## src/rtl/uart_pkg.sv

```systemverilog
// +----------------------------------------------------------------------+
// | uart_pkg                                                             |
// | Types and constants shared by the UART transmitter and receiver.     |
// | Rev 1.0 - initial release                                            |
// +----------------------------------------------------------------------+
`default_nettype none

package uart_pkg;

    localparam int DATA_BITS            = 8;
    localparam int DEFAULT_CLKS_PER_BIT = 16;

    // Encoding is shared with the transmitter so debug views line up.
    typedef enum logic [1:0] {
        IDLE  = 2'b00,
        START = 2'b01,
        DATA  = 2'b10,
        STOP  = 2'b11
    } uart_state_t;

    function automatic logic maj3(input logic a, input logic b, input logic c);
        return (a & b) | (a & c) | (b & c);
    endfunction

endpackage

`default_nettype wire

```

## src/rtl/uart_rx_if.sv

```systemverilog
// +----------------------------------------------------------------------+
// | uart_rx_if                                                           |
// | Serial line in, recovered byte stream out.                           |
// | Rev 1.0 - initial release                                            |
// +----------------------------------------------------------------------+
`default_nettype none

interface uart_rx_if;
    import uart_pkg::*;

    logic                 rx_in;
    logic [DATA_BITS-1:0] data;
    logic                 data_valid;
    logic                 frame_err;
    logic                 busy;

    modport master (
        input  rx_in,
        output data,
        output data_valid,
        output frame_err,
        output busy
    );

    modport slave (
        output rx_in,
        input  data,
        input  data_valid,
        input  frame_err,
        input  busy
    );

endinterface

`default_nettype wire

```

## src/rtl/uart_rx_sync.sv

```systemverilog
// +----------------------------------------------------------------------+
// | uart_rx_sync                                                         |
// | Two-flop synchroniser plus edge history; flags the start edge.       |
// | Optional macro: UART_RX_MAJORITY_EN exposes neighbouring samples.    |
// | Rev 1.0 - initial release                                            |
// +----------------------------------------------------------------------+
`default_nettype none

module uart_rx_sync (
    input  logic clk,
    input  logic rst_n,
    input  logic rx_in,
`ifdef UART_RX_MAJORITY_EN
    output logic rx_early,
    output logic rx_late,
`endif
    output logic rx_s,
    output logic fall
);

    logic r_meta;
    logic r_sync;
    logic r_hist;

    // Loading ones makes the line look idle, so reset never fakes a start edge.
    always_ff @(posedge clk) begin
        if (!rst_n) begin
            r_meta <= 1'b1;
            r_sync <= 1'b1;
            r_hist <= 1'b1;
        end else begin
            r_meta <= rx_in;
            r_sync <= r_meta;
            r_hist <= r_sync;
        end
    end

`ifdef UART_RX_MAJORITY_EN
    assign rx_early = r_meta;
    assign rx_late  = r_hist;
`endif
    assign rx_s = r_sync;
    assign fall = ~r_sync & r_hist;

endmodule

`default_nettype wire

```

## src/rtl/uart_rx.sv

```systemverilog
// +----------------------------------------------------------------------+
// | uart_rx                                                              |
// | 8N1 receiver: mid-bit sampling, one-cycle valid / framing-err pulse. |
// | Optional macro: UART_RX_MAJORITY_EN (2-of-3 vote at each sample).    |
// | Rev 1.0 - initial release                                            |
// +----------------------------------------------------------------------+
`default_nettype none

module uart_rx
    import uart_pkg::*;
#(
    parameter int CLKS_PER_BIT = DEFAULT_CLKS_PER_BIT
) (
    input  logic      clk,
    input  logic      rst_n,
    uart_rx_if.master bus
);

    localparam int HALF_BIT = CLKS_PER_BIT / 2;
    localparam int CNT_W    = $clog2(CLKS_PER_BIT);

    localparam logic [CNT_W-1:0] c_cnt_half = CNT_W'(HALF_BIT - 1);
    localparam logic [CNT_W-1:0] c_cnt_last = CNT_W'(CLKS_PER_BIT - 1);
    localparam logic [2:0]       c_last_bit = 3'(DATA_BITS - 1);

    if (CLKS_PER_BIT < 4 || (CLKS_PER_BIT % 2) != 0) begin : g_bad_clks_per_bit
        $error("uart_rx: CLKS_PER_BIT must be even and >= 4");
    end

    logic w_rx_s;
    logic w_fall;
    logic w_sample;

`ifdef UART_RX_MAJORITY_EN
    logic w_rx_early;
    logic w_rx_late;

    uart_rx_sync u_sync (
        .clk      (clk),
        .rst_n    (rst_n),
        .rx_in    (bus.rx_in),
        .rx_early (w_rx_early),
        .rx_late  (w_rx_late),
        .rx_s     (w_rx_s),
        .fall     (w_fall)
    );

    // The first sync flop already holds the next cycle's rx_s, so the vote
    // is ready on the nominal cycle and latency does not move.
    assign w_sample = maj3(w_rx_late, w_rx_s, w_rx_early);
`else
    uart_rx_sync u_sync (
        .clk   (clk),
        .rst_n (rst_n),
        .rx_in (bus.rx_in),
        .rx_s  (w_rx_s),
        .fall  (w_fall)
    );

    assign w_sample = w_rx_s;
`endif

    uart_state_t          r_state;
    logic [CNT_W-1:0]     r_cnt;
    logic [2:0]           r_bit_idx;
    logic [DATA_BITS-1:0] r_shift;
    logic [DATA_BITS-1:0] r_data;
    logic                 r_valid;
    logic                 r_err;
    logic                 r_busy;

    always_ff @(posedge clk) begin
        if (!rst_n) begin
            r_state   <= IDLE;
            r_cnt     <= '0;
            r_bit_idx <= '0;
            r_shift   <= '0;
            r_data    <= '0;
            r_valid   <= 1'b0;
            r_err     <= 1'b0;
            r_busy    <= 1'b0;
        end else begin
            r_valid <= 1'b0;
            r_err   <= 1'b0;

            case (r_state)
                IDLE: begin
                    r_cnt     <= '0;
                    r_bit_idx <= '0;
                    if (w_fall) begin
                        r_state <= START;
                        r_busy  <= 1'b1;
                    end
                end

                START: begin
                    if (r_cnt == c_cnt_half) begin
                        r_cnt     <= '0;
                        r_bit_idx <= '0;
                        if (w_sample) begin
                            r_state <= IDLE;
                            r_busy  <= 1'b0;
                        end else begin
                            r_state <= DATA;
                        end
                    end else begin
                        r_cnt <= r_cnt + 1'b1;
                    end
                end

                DATA: begin
                    if (r_cnt == c_cnt_last) begin
                        r_cnt   <= '0;
                        // LSB arrives first, so after the last bit the byte is aligned.
                        r_shift <= {w_sample, r_shift[DATA_BITS-1:1]};
                        if (r_bit_idx == c_last_bit) begin
                            r_state <= STOP;
                        end else begin
                            r_bit_idx <= r_bit_idx + 3'd1;
                        end
                    end else begin
                        r_cnt <= r_cnt + 1'b1;
                    end
                end

                STOP: begin
                    if (r_cnt == c_cnt_last) begin
                        r_cnt   <= '0;
                        r_state <= IDLE;
                        r_busy  <= 1'b0;
                        if (w_sample) begin
                            r_data  <= r_shift;
                            r_valid <= 1'b1;
                        end else begin
                            r_err <= 1'b1;
                        end
                    end else begin
                        r_cnt <= r_cnt + 1'b1;
                    end
                end

                default: begin
                    r_state <= IDLE;
                    r_busy  <= 1'b0;
                end
            endcase
        end
    end

    assign bus.data       = r_data;
    assign bus.data_valid = r_valid;
    assign bus.frame_err  = r_err;
    assign bus.busy       = r_busy;

endmodule

`default_nettype wire

```

## src/flat_wrapper.sv

```systemverilog
// flat-port wrapper written by rule: the top's interface ports become plain ports
module uart_rx_flat import uart_pkg::*;
#(
    parameter int CLKS_PER_BIT = DEFAULT_CLKS_PER_BIT
)
  (clk, rst_n, bus_rx_in, bus_data, bus_data_valid, bus_frame_err, bus_busy);
  uart_rx_if bus_i ();
  input  logic clk;
  input  logic rst_n;
  input wire logic [$bits(bus_i.rx_in)-1:0] bus_rx_in;
  output wire logic [$bits(bus_i.data)-1:0] bus_data;
  output wire logic [$bits(bus_i.data_valid)-1:0] bus_data_valid;
  output wire logic [$bits(bus_i.frame_err)-1:0] bus_frame_err;
  output wire logic [$bits(bus_i.busy)-1:0] bus_busy;
  assign bus_i.rx_in = bus_rx_in;
  assign bus_data = bus_i.data;
  assign bus_data_valid = bus_i.data_valid;
  assign bus_frame_err = bus_i.frame_err;
  assign bus_busy = bus_i.busy;
  uart_rx #(.CLKS_PER_BIT(CLKS_PER_BIT)) u_core (.clk(clk), .rst_n(rst_n), .bus(bus_i));
endmodule
```

## config.mk

```make
export PLATFORM = sky130hd
export DESIGN_NAME = uart_rx_flat
export DESIGN_NICKNAME = d
export VERILOG_FILES = /design/src/rtl/uart_pkg.sv /design/src/rtl/uart_rx_if.sv /design/src/rtl/uart_rx_sync.sv /design/src/rtl/uart_rx.sv /design/src/flat_wrapper.sv
export SDC_FILE = /design/constraint.sdc
export NUM_CORES = 1
export LEC_CHECK = 0
export ABC_AREA = 1
export ABC_CLOCK_PERIOD_IN_PS = 1400
export BUFFER_PORTS_ARGS = -buffer_cell sky130_fd_sc_hd__clkbuf_2
export CAP_MARGIN = 20
export CORE_AREA = 8 8 65 67
export CTS_BUF_LIST = sky130_fd_sc_hd__clkbuf_16
export CTS_CLUSTER_DIAMETER = 80
export DETAILED_ROUTE_END_ITERATION = 8
export DIE_AREA = 0 0 73 75
export HOLD_SLACK_MARGIN = 0.12
export RECOVER_POWER = 50
export SKIP_CTS_REPAIR_TIMING = 1
export SLEW_MARGIN = 20
export SYNTH_ARGS = -nofsm -noshare
export SYNTH_HDL_FRONTEND = slang
export SYNTH_SLANG_ARGS = --single-unit
```

## constraint.sdc

```tcl
create_clock -name clk -period 1.4 [get_ports clk]
set_input_delay 0.14 -clock clk [delete_from_list [all_inputs] [get_ports clk]]
set_output_delay 0.14 -clock clk [all_outputs]
set_load 0.02 [all_outputs]
```

# Word level (Yosys, flattened, before mapping)
# Index checks and enable logic that the tools add are counted.
[totals]
word_cells = 59
register_bits = 31
[classes]
n_mux = 21
add_sub_neg = 2
bitwise = 2
n_eq_ne = 13
n_reduce_logical = 10
[ops]
columns = ["op", "count"]
rows = [
  ["2-to-1 mux 2 bit", 6],
  ["case mux 4 bit (3 select lines)", 1],
  ["AND reduction 5 bit", 2],
  ["2-to-1 mux 3 bit", 3],
  ["case mux 3 bit (3 select lines)", 1],
  ["2-to-1 mux 4 bit", 2],
  ["inequality test 2 x 1 -> 1 bit (second input constant)", 4],
  ["case mux 2 bit (4 select lines)", 1],
  ["2-to-1 mux 1 bit", 6],
  ["inequality test 2 bit (second input constant)", 3],
  ["AND reduction 3 bit", 2],
  ["nonzero test 3 bit", 2],
  ["adder 4 x 1 -> 4 bit (second input constant)", 1],
  ["== test 2 bit (second input constant)", 2],
  ["== test 4 x 3 -> 1 bit (second input constant)", 1],
  ["== test 4 bit (second input constant)", 1],
  ["AND reduction 4 bit", 1],
  ["adder 3 x 1 -> 3 bit (second input constant)", 1],
  ["== test 3 bit (second input constant)", 1],
  ["case mux 1 bit (3 select lines)", 1],
  ["== test 2 x 1 -> 1 bit (second input constant)", 1],
  ["zero test 2 bit", 1],
  ["AND reduction 2 bit", 1],
  ["OR reduction 2 bit", 1],
  ["2 further kinds", 2],
]

# Depth between registers and ports, before layout
# Gate-level depths: netlist (run 1).
[logic_depth]
word_depth = 4
mapped_depth = 9
depth_no_buf = 9

# Cells and area by module
# From an unflattened synthesis (run 1), not the netlist that was laid out.
[unflattened]
cells_unflattened = 161
area_unflattened_um2 = 1242.4
[modules_own_cells]
columns = ["module", "seq_area_each_um2", "area_each_um2", "n_inst", "cells_per_inst"]
rows = [
  ["uart_rx", 560.5, 1152.4, 1, 150],
  ["uart_rx_sync", 60.1, 90.1, 1, 11],
]

# Least setup slack after synthesis (run 1)
# No wires, ideal clock.
[synth_path]
kind = "reg-to-reg"
from = "register u_core.r_bit_idx[0]"
to = "register u_core.r_bit_idx[1]"
path_buffers = 0
required_ns = 1.281
period_less_slack_ns = 1.304
arrival_time_ns = 1.185
path_stages_with_launch = 7
slack_ns = 0.096
path_cell_list = "dfxtp_1 > ha_1 > ha_1 > o21ai_0 > nand3_2 > o21ai_0 > a21oi_1"
[synth_between]
elab_chain_cells = 4
[synth_lines]
columns = ["item", "line_no", "source"]
rows = [
  ["start, declared", "uart_rx.sv:65", "logic [2:0] r_bit_idx;"],
  ["start signal, assigned", "uart_rx.sv:119", "r_bit_idx <= r_bit_idx + 3'd1;"],
  ["adder 3 x 1 -> 3 bit", "uart_rx.sv:119", ""],
  ["2-to-1 mux 3 bit", "uart_rx.sv:116", "if (r_bit_idx == c_last_bit) begin"],
  ["2-to-1 mux 3 bit", "uart_rx.sv:112", "if (r_cnt == c_cnt_last) begin"],
  ["case mux 3 bit (3 select lines)", "uart_rx.sv:86", "case (r_state)"],
]
# Several ways; a longest one is shown, not always the timed one. The select of a mux whose other input is x is not followed.
# A chain may end at the register's enable or synchronous reset.

# Final worst setup path (run 1)
[layout_path]
from = "register u_core.r_bit_idx[0]"
to = "register u_core.r_bit_idx[0]"
# Same word-level chain as after synthesis.

==> results of run 1 <==
==> registers in the layout, indices dropped and copies added (netlist names), named ones only <==
signal and count:
u_core.bus.data 8, u_core.r_shift 8, u_core.r_cnt 4, u_core.r_bit_idx 3, u_core.bus.busy 1, u_core.bus.data_valid 1
u_core.bus.frame_err 1, u_core.r_state 1, u_core.u_sync.r_hist 1, u_core.u_sync.r_meta 1, u_core.u_sync.rx_s 1
==> worst register-to-register path, cell delays in order, from the launching register on <==
cell and delay [ns]:
dfxtp_2 0.32, ha_2 0.19, ha_4 0.16, o21ai_2 0.13, nand3_2 0.16, o21ai_1 0.16, a21oi_1 0.06
==> power groups by stage <==
stage               Clock [µW]  Sequential (µW)  Combinational (µW)
global route              1090              905                86.6
global placement             0              921                65.4
finish                    1010              905                75.1
detailed placement           0              921                67.9
floorplan                    0              923                45.0
CTS                       1050              902                68.1
==> cells by family after synthesis <==
family	Yosys count
flip-flops	31
AO/OA/AOI/OAI	27
adder cells (fa/ha/maj)	3
AND/OR/NAND/NOR	72
XOR/XNOR	2
buffers and inverters	25
==> stage by stage <==
step           cells  hold WS, ns  TNS [ns]
2_1_floorplan    160        0.230         0
3_3_place_gp     221        0.338         0
3_5_place_dp     221        0.338    -0.263
4_1_cts          229       0.0525    -0.298
5_1_grt          233        0.241  -0.00214
6_report         233        0.212         0
==> layer usage <==
metal,GRT usage,up-vias,wire [µm]
met2,0.174,17,1250
met1,0.116,472,1180
met3,0.0559,6,123
li1,-,560,-
met4,0.0644,0,57
met5,0,-,0
==> cells in the mapped netlist, types with 2 or more instances <==
cell type   n
o21ai_0    20
ha_1        3
nand3_1     7
clkbuf_1    2
dfxtp_1    31
inv_1      20
or2_2       2
a21oi_1     5
inv_2       3
nand2_1    13
nor2_2      2
nor2_1     41
==> area by class of cell <==
type	instances	share of cell area
sequential	31	0.391
multi-input combinational	104	0.360
clock buffer	5	0.0782
timing repair buffer	21	0.0711
inverter	23	0.0539
tap	46	0.0360
clock inverter	3	0.0102
==> path summary, 6_finish.rpt <==
path,startpoint,end,slack [ns],cells after the start
hold / removal,rst_n,u_core.u_sync.r_hist,0.21,2
hold reg to reg,u_core.u_sync.r_meta,u_core.u_sync.rx_s,0.41,1
setup reg to reg,u_core.r_bit_idx[0],u_core.r_bit_idx[0],0.10,6
setup / recovery,u_core.r_bit_idx[0],u_core.r_bit_idx[0],0.10,6
==> impl_metrics.env, run 1 <==
export IMPL_power_uw=1990
export IMPL_p_int_uw=1570
export IMPL_antenna_found_initial=0
export IMPL_grt_max_degree=17
export IMPL_design_area_um2=1600
export IMPL_rows=21
export IMPL_ir_drop_v=0.000699
export IMPL_mostFrequentLayoutCells="nor2_1 (41), dfxtp_1 (27), inv_1 (21)"
export IMPL_async_flop_share=0
export IMPL_antenna_left=0
export IMPL_synth_top_area_share=0.499
export IMPL_drc_errors=0
export IMPL_final_common_cell="nor2_1"
export IMPL_coreArea_um2=3230
export IMPL_gp_congestion=0.834
export IMPL_wl_um=2610
export IMPL_grt_pass1_wl_um=4470
export IMPL_synth_seq_cells=31
export IMPL_cp_required_ns=1.56
export IMPL_htree_levels=2
export IMPL_synthSimpleGateAreaFrac=0.270
export IMPL_fin_skew_ns=0.00450
export IMPL_synthCells=160
export IMPL_hp_class="primary input to register"
export IMPL_ys_types=23
export IMPL_syn_num_nets=166
export IMPL_grt_total_usage=0.110
export IMPL_crit_chain="ha_2, ha_4, o21ai_2, nand3_2, o21ai_1, a21oi_1"
export IMPL_grt_pass1_vias=1017
export IMPL_first_pass_iters=5
export IMPL_cts_sinks=31
export IMPL_clockBufferDepth=2
export IMPL_netSwitchingFraction=0.211
export IMPL_max_freq_mhz=770
export IMPL_vias_per_cell=4.53
export IMPL_drv_cap=0
export IMPL_fillers=331
export IMPL_worstSetupPathType="register to register"
export IMPL_port_buffers=13
export IMPL_final_core_util=0.495
export IMPL_p_sw_uw=419
export IMPL_layout_setup_ws_ns=0.102
export IMPL_dp_slack_ns=-0.0924
export IMPL_p_leak_uw=0.000731
export IMPL_p_comb_frac=0.038
export IMPL_layout_area_seq_um2=626
export IMPL_syn_cell_area_um2=1240
export IMPL_synthFlopType="dfxtp_1"
export IMPL_p_seq_frac=0.455
export IMPL_cts_buffers=5
export IMPL_first_iter_violations=123
export IMPL_place_area_um2=1390
export IMPL_synth_avg_cell_area_um2=7.77
export IMPL_worstPathArrival_ns=1.45
export IMPL_crit_fanout=6
export IMPL_pwr_share_clk=0.507
export IMPL_crit_family="adder cells"
export IMPL_n_antenna_cell=0
export IMPL_period_share=0.927
export IMPL_finalCriticalPeriod_ns=1.30
export IMPL_slew_headroom=0.828
export IMPL_clk_latency_ns=0.27
export IMPL_hpwl_um=1830
export IMPL_finalHoldViolations=0
export IMPL_drive_above_1_share=0.214
export IMPL_die_h_um=75
export IMPL_ys_warn_count=0
export IMPL_status="completed"
export IMPL_area_growth_synth_to_final_pct=28.8
export IMPL_ys_seq_area_frac=0.499
export IMPL_slowest_stage="dfxtp_2"
export IMPL_synth_compound_area_share=0.111
export IMPL_crit_buf_inv=0
export IMPL_io_pins=14
export IMPL_setup_viol=0
export IMPL_slew_violations=0
export IMPL_cts_tree="built"
export IMPL_start_util=0.384
export IMPL_synth_top_family_by_area="simple AND/OR/NAND/NOR gates"
export IMPL_fin_nets=192
export IMPL_powerDensity_nw_per_um2=1240
export IMPL_multiInputGateArea_um2=576
export IMPL_die_w_um=73
export IMPL_critPathMaxStageDelay_ns=0.32
export IMPL_synthXorXnorAreaFrac=0.0141
export IMPL_cts_root_buf="clkbuf_16"
export IMPL_synth_fa_ha_area_frac=0.0302
export IMPL_gr_total_overflow=0
export IMPL_synthMuxAreaShare=0
export IMPL_synth_top_cell_by_area="dfxtp_1"
export IMPL_cts_clk_slew_worst_paths_ns=0.05
export IMPL_netlist_top_cells_area="dfxtp_1 (50%), nor2_1 (12%), o21ai_0 (8.1%)"
export IMPL_post_drt_wl_per_cell_um=11.2
export IMPL_vias=1055
export IMPL_cp_end_kind="register"
export IMPL_die_area_um2=5480
export IMPL_synth_edf_count=0
export IMPL_worst_slew_pin_slew_ns=0.260
export IMPL_cp_start_kind="register"
Note: power is estimated with default switching activity, not from simulation.
==> run 2, diff against run 1 <==
Settings changed: ABC_CLOCK_PERIOD_IN_PS 1400 to 1600, RECOVER_POWER 50 to not set.
Clock period 1.4 ns to 1.6 ns, I/O delays scaled along.
==> impl_metrics.env, run 2 (same netlist as run 1, synthesis figures left out) <==
export IMPL_clockBufferDepth=2
export IMPL_rsz0062_at_grt="no"
export IMPL_rr_worst_depth=6
export IMPL_grt_pass1_wl_um=4440
export IMPL_ir_drop_v=0.000675
export IMPL_finalCriticalPeriod_ns=1.43
export IMPL_setup_viol=0
export IMPL_fin_nets=187
export IMPL_coreArea_um2=3230
export IMPL_reg2reg_slack_ns=0.17
export IMPL_htree_levels=2
export IMPL_p_leak_uw=0.000756
export IMPL_first_pass_iters=4
export IMPL_cts_sinks=31
export IMPL_wl_um=2380
export IMPL_cp_required_ns=1.76
export IMPL_slew_headroom=0.828
export IMPL_die_area_um2=5480
export IMPL_drc_errors=0
export IMPL_slew_violations=0
export IMPL_hpwl_um=1740
export IMPL_vias=1029
export IMPL_finalSetupTns_ns=0
export IMPL_drive_above_1_share=0.192
export IMPL_worstHoldEndpoint="u_core.u_sync.r_hist"
export IMPL_fin_hold_ws_ns=0.211
export IMPL_cts_buffers=5
export IMPL_die_w_um=73
export IMPL_status="completed"
export IMPL_final_common_cell="nor2_1"
export IMPL_powerDensity_nw_per_um2=1220
export IMPL_clk_latency_ns=0.27
export IMPL_vias_per_cell=4.51
export IMPL_cts_root_buf="clkbuf_16"
export IMPL_worst_slew_pin_slew_ns=0.257
export IMPL_first_iter_violations=61
export IMPL_grt_total_usage=0.107
export IMPL_worstPathArrival_ns=1.60
export IMPL_hold_start="rst_n"
export IMPL_mostFrequentLayoutCells="nor2_1 (41), dfxtp_1 (31), inv_1 (20), o21ai_0 (20)"
export IMPL_rr_endpoint="u_core.r_bit_idx[0]"
export IMPL_rows=21
export IMPL_n_antenna_cell=0
export IMPL_finalHoldViolations=0
export IMPL_reg2reg_from="u_core.r_bit_idx[0]"
export IMPL_drv_cap=0
export IMPL_antenna_left=0
export IMPL_io_pins=14
export IMPL_fin_skew_ns=0.00654
export IMPL_worstSetupPathType="register to register"
export IMPL_cts_clk_slew_worst_paths_ns=0.05
export IMPL_holdPathStages=2
export IMPL_grt_max_degree=15
export IMPL_cp_start_kind="register"
export IMPL_area_growth_synth_to_final_pct=24.7
export IMPL_antenna_found_initial=0
export IMPL_port_buffers=13
export IMPL_die_h_um=75
export IMPL_hp_class="primary input to register"
export IMPL_gr_total_overflow=0
export IMPL_crit_fanout=6
export IMPL_start_util=0.384
export IMPL_grt_pass1_vias=1050
export IMPL_post_drt_wl_per_cell_um=10.4
export IMPL_period_share=0.897
export IMPL_cts_tree="built"
export IMPL_max_freq_mhz=697
export IMPL_gp_congestion=0.794
export IMPL_cp_end_kind="register"
==> run 2: cell types whose count changed in the layout (fill, tap and decap cells not counted), moves of 4 or more <==
cell,change
o21ai_0,+4
clkbuf_2,+11
buf_4,-5
clkbuf_1,-11
dfxtp_1,+4
dfxtp_2,-4
==> run 2: area by class of cell <==
type | count | area, µm²
well taps | 46 | 57.6
fillers | 319 | 1680
repair buffers | 16 | 90.1
flip-flops and latches | 31 | 621
clock buffers | 5 | 125
multi-input cells | 104 | 531
clock inverters | 3 | 38.8
inverters | 23 | 86.3
==> run 2: stage by stage <==
step / area, µm² / power, µW / worst slack [ns] / util / instances
CTS: 1540 / 1920 / 0.156 / 0.475 / 227
finish: 1550 / 1890 / 0.165 / 0.479 / 228
global route: 1550 / 1980 / 0.0418 / 0.479 / 228
detailed placement: 1370 / 864 / 0.167 / 0.425 / 219
global placement: 1370 / 862 / 0.188 / 0.425 / 219
floorplan: 1240 / 847 / 0.296 / - / 160
==> run 2: worst max-delay path by stage <==
stage                        start                  end
2_1_floorplan  u_core.r_bit_idx[0]  u_core.r_bit_idx[1]
3_3_place_gp       u_core.r_cnt[0]   u_core.bus.data[7]
3_5_place_dp   u_core.r_bit_idx[0]  u_core.r_bit_idx[0]
4_1_cts            u_core.r_cnt[0]   u_core.bus.data[2]
5_1_grt            u_core.r_cnt[0]    u_core.r_state[0]
6_report       u_core.r_bit_idx[0]  u_core.r_bit_idx[0]
==> run 2: metal layers <==
layer | global-route usage | vias up | share of wire
met5 | 0 | - | 0
met4 | 0.0756 | 0 | 0.028
met3 | 0.0493 | 7 | 0.043
met2 | 0.165 | 12 | 0.44
met1 | 0.116 | 465 | 0.49
li1 | - | 545 | -
==> run 2: power by group <==
| part | internal (µW) | leakage (µW) | switching, µW |
|---|---|---|---|
| clock network | 724 | 0.0000812 | 318 |
| registers | 783 | 0.000251 | 6.62 |
| logic | 22.0 | 0.000424 | 38.0 |
==> run 2: worst max-delay path: stages, from the launching register on <==
cell,delay (ns)
dfxtp_1,0.32
ha_1,0.21
ha_1,0.22
o21ai_0,0.19
nand3_2,0.15
o21ai_0,0.18
a21oi_1,0.06
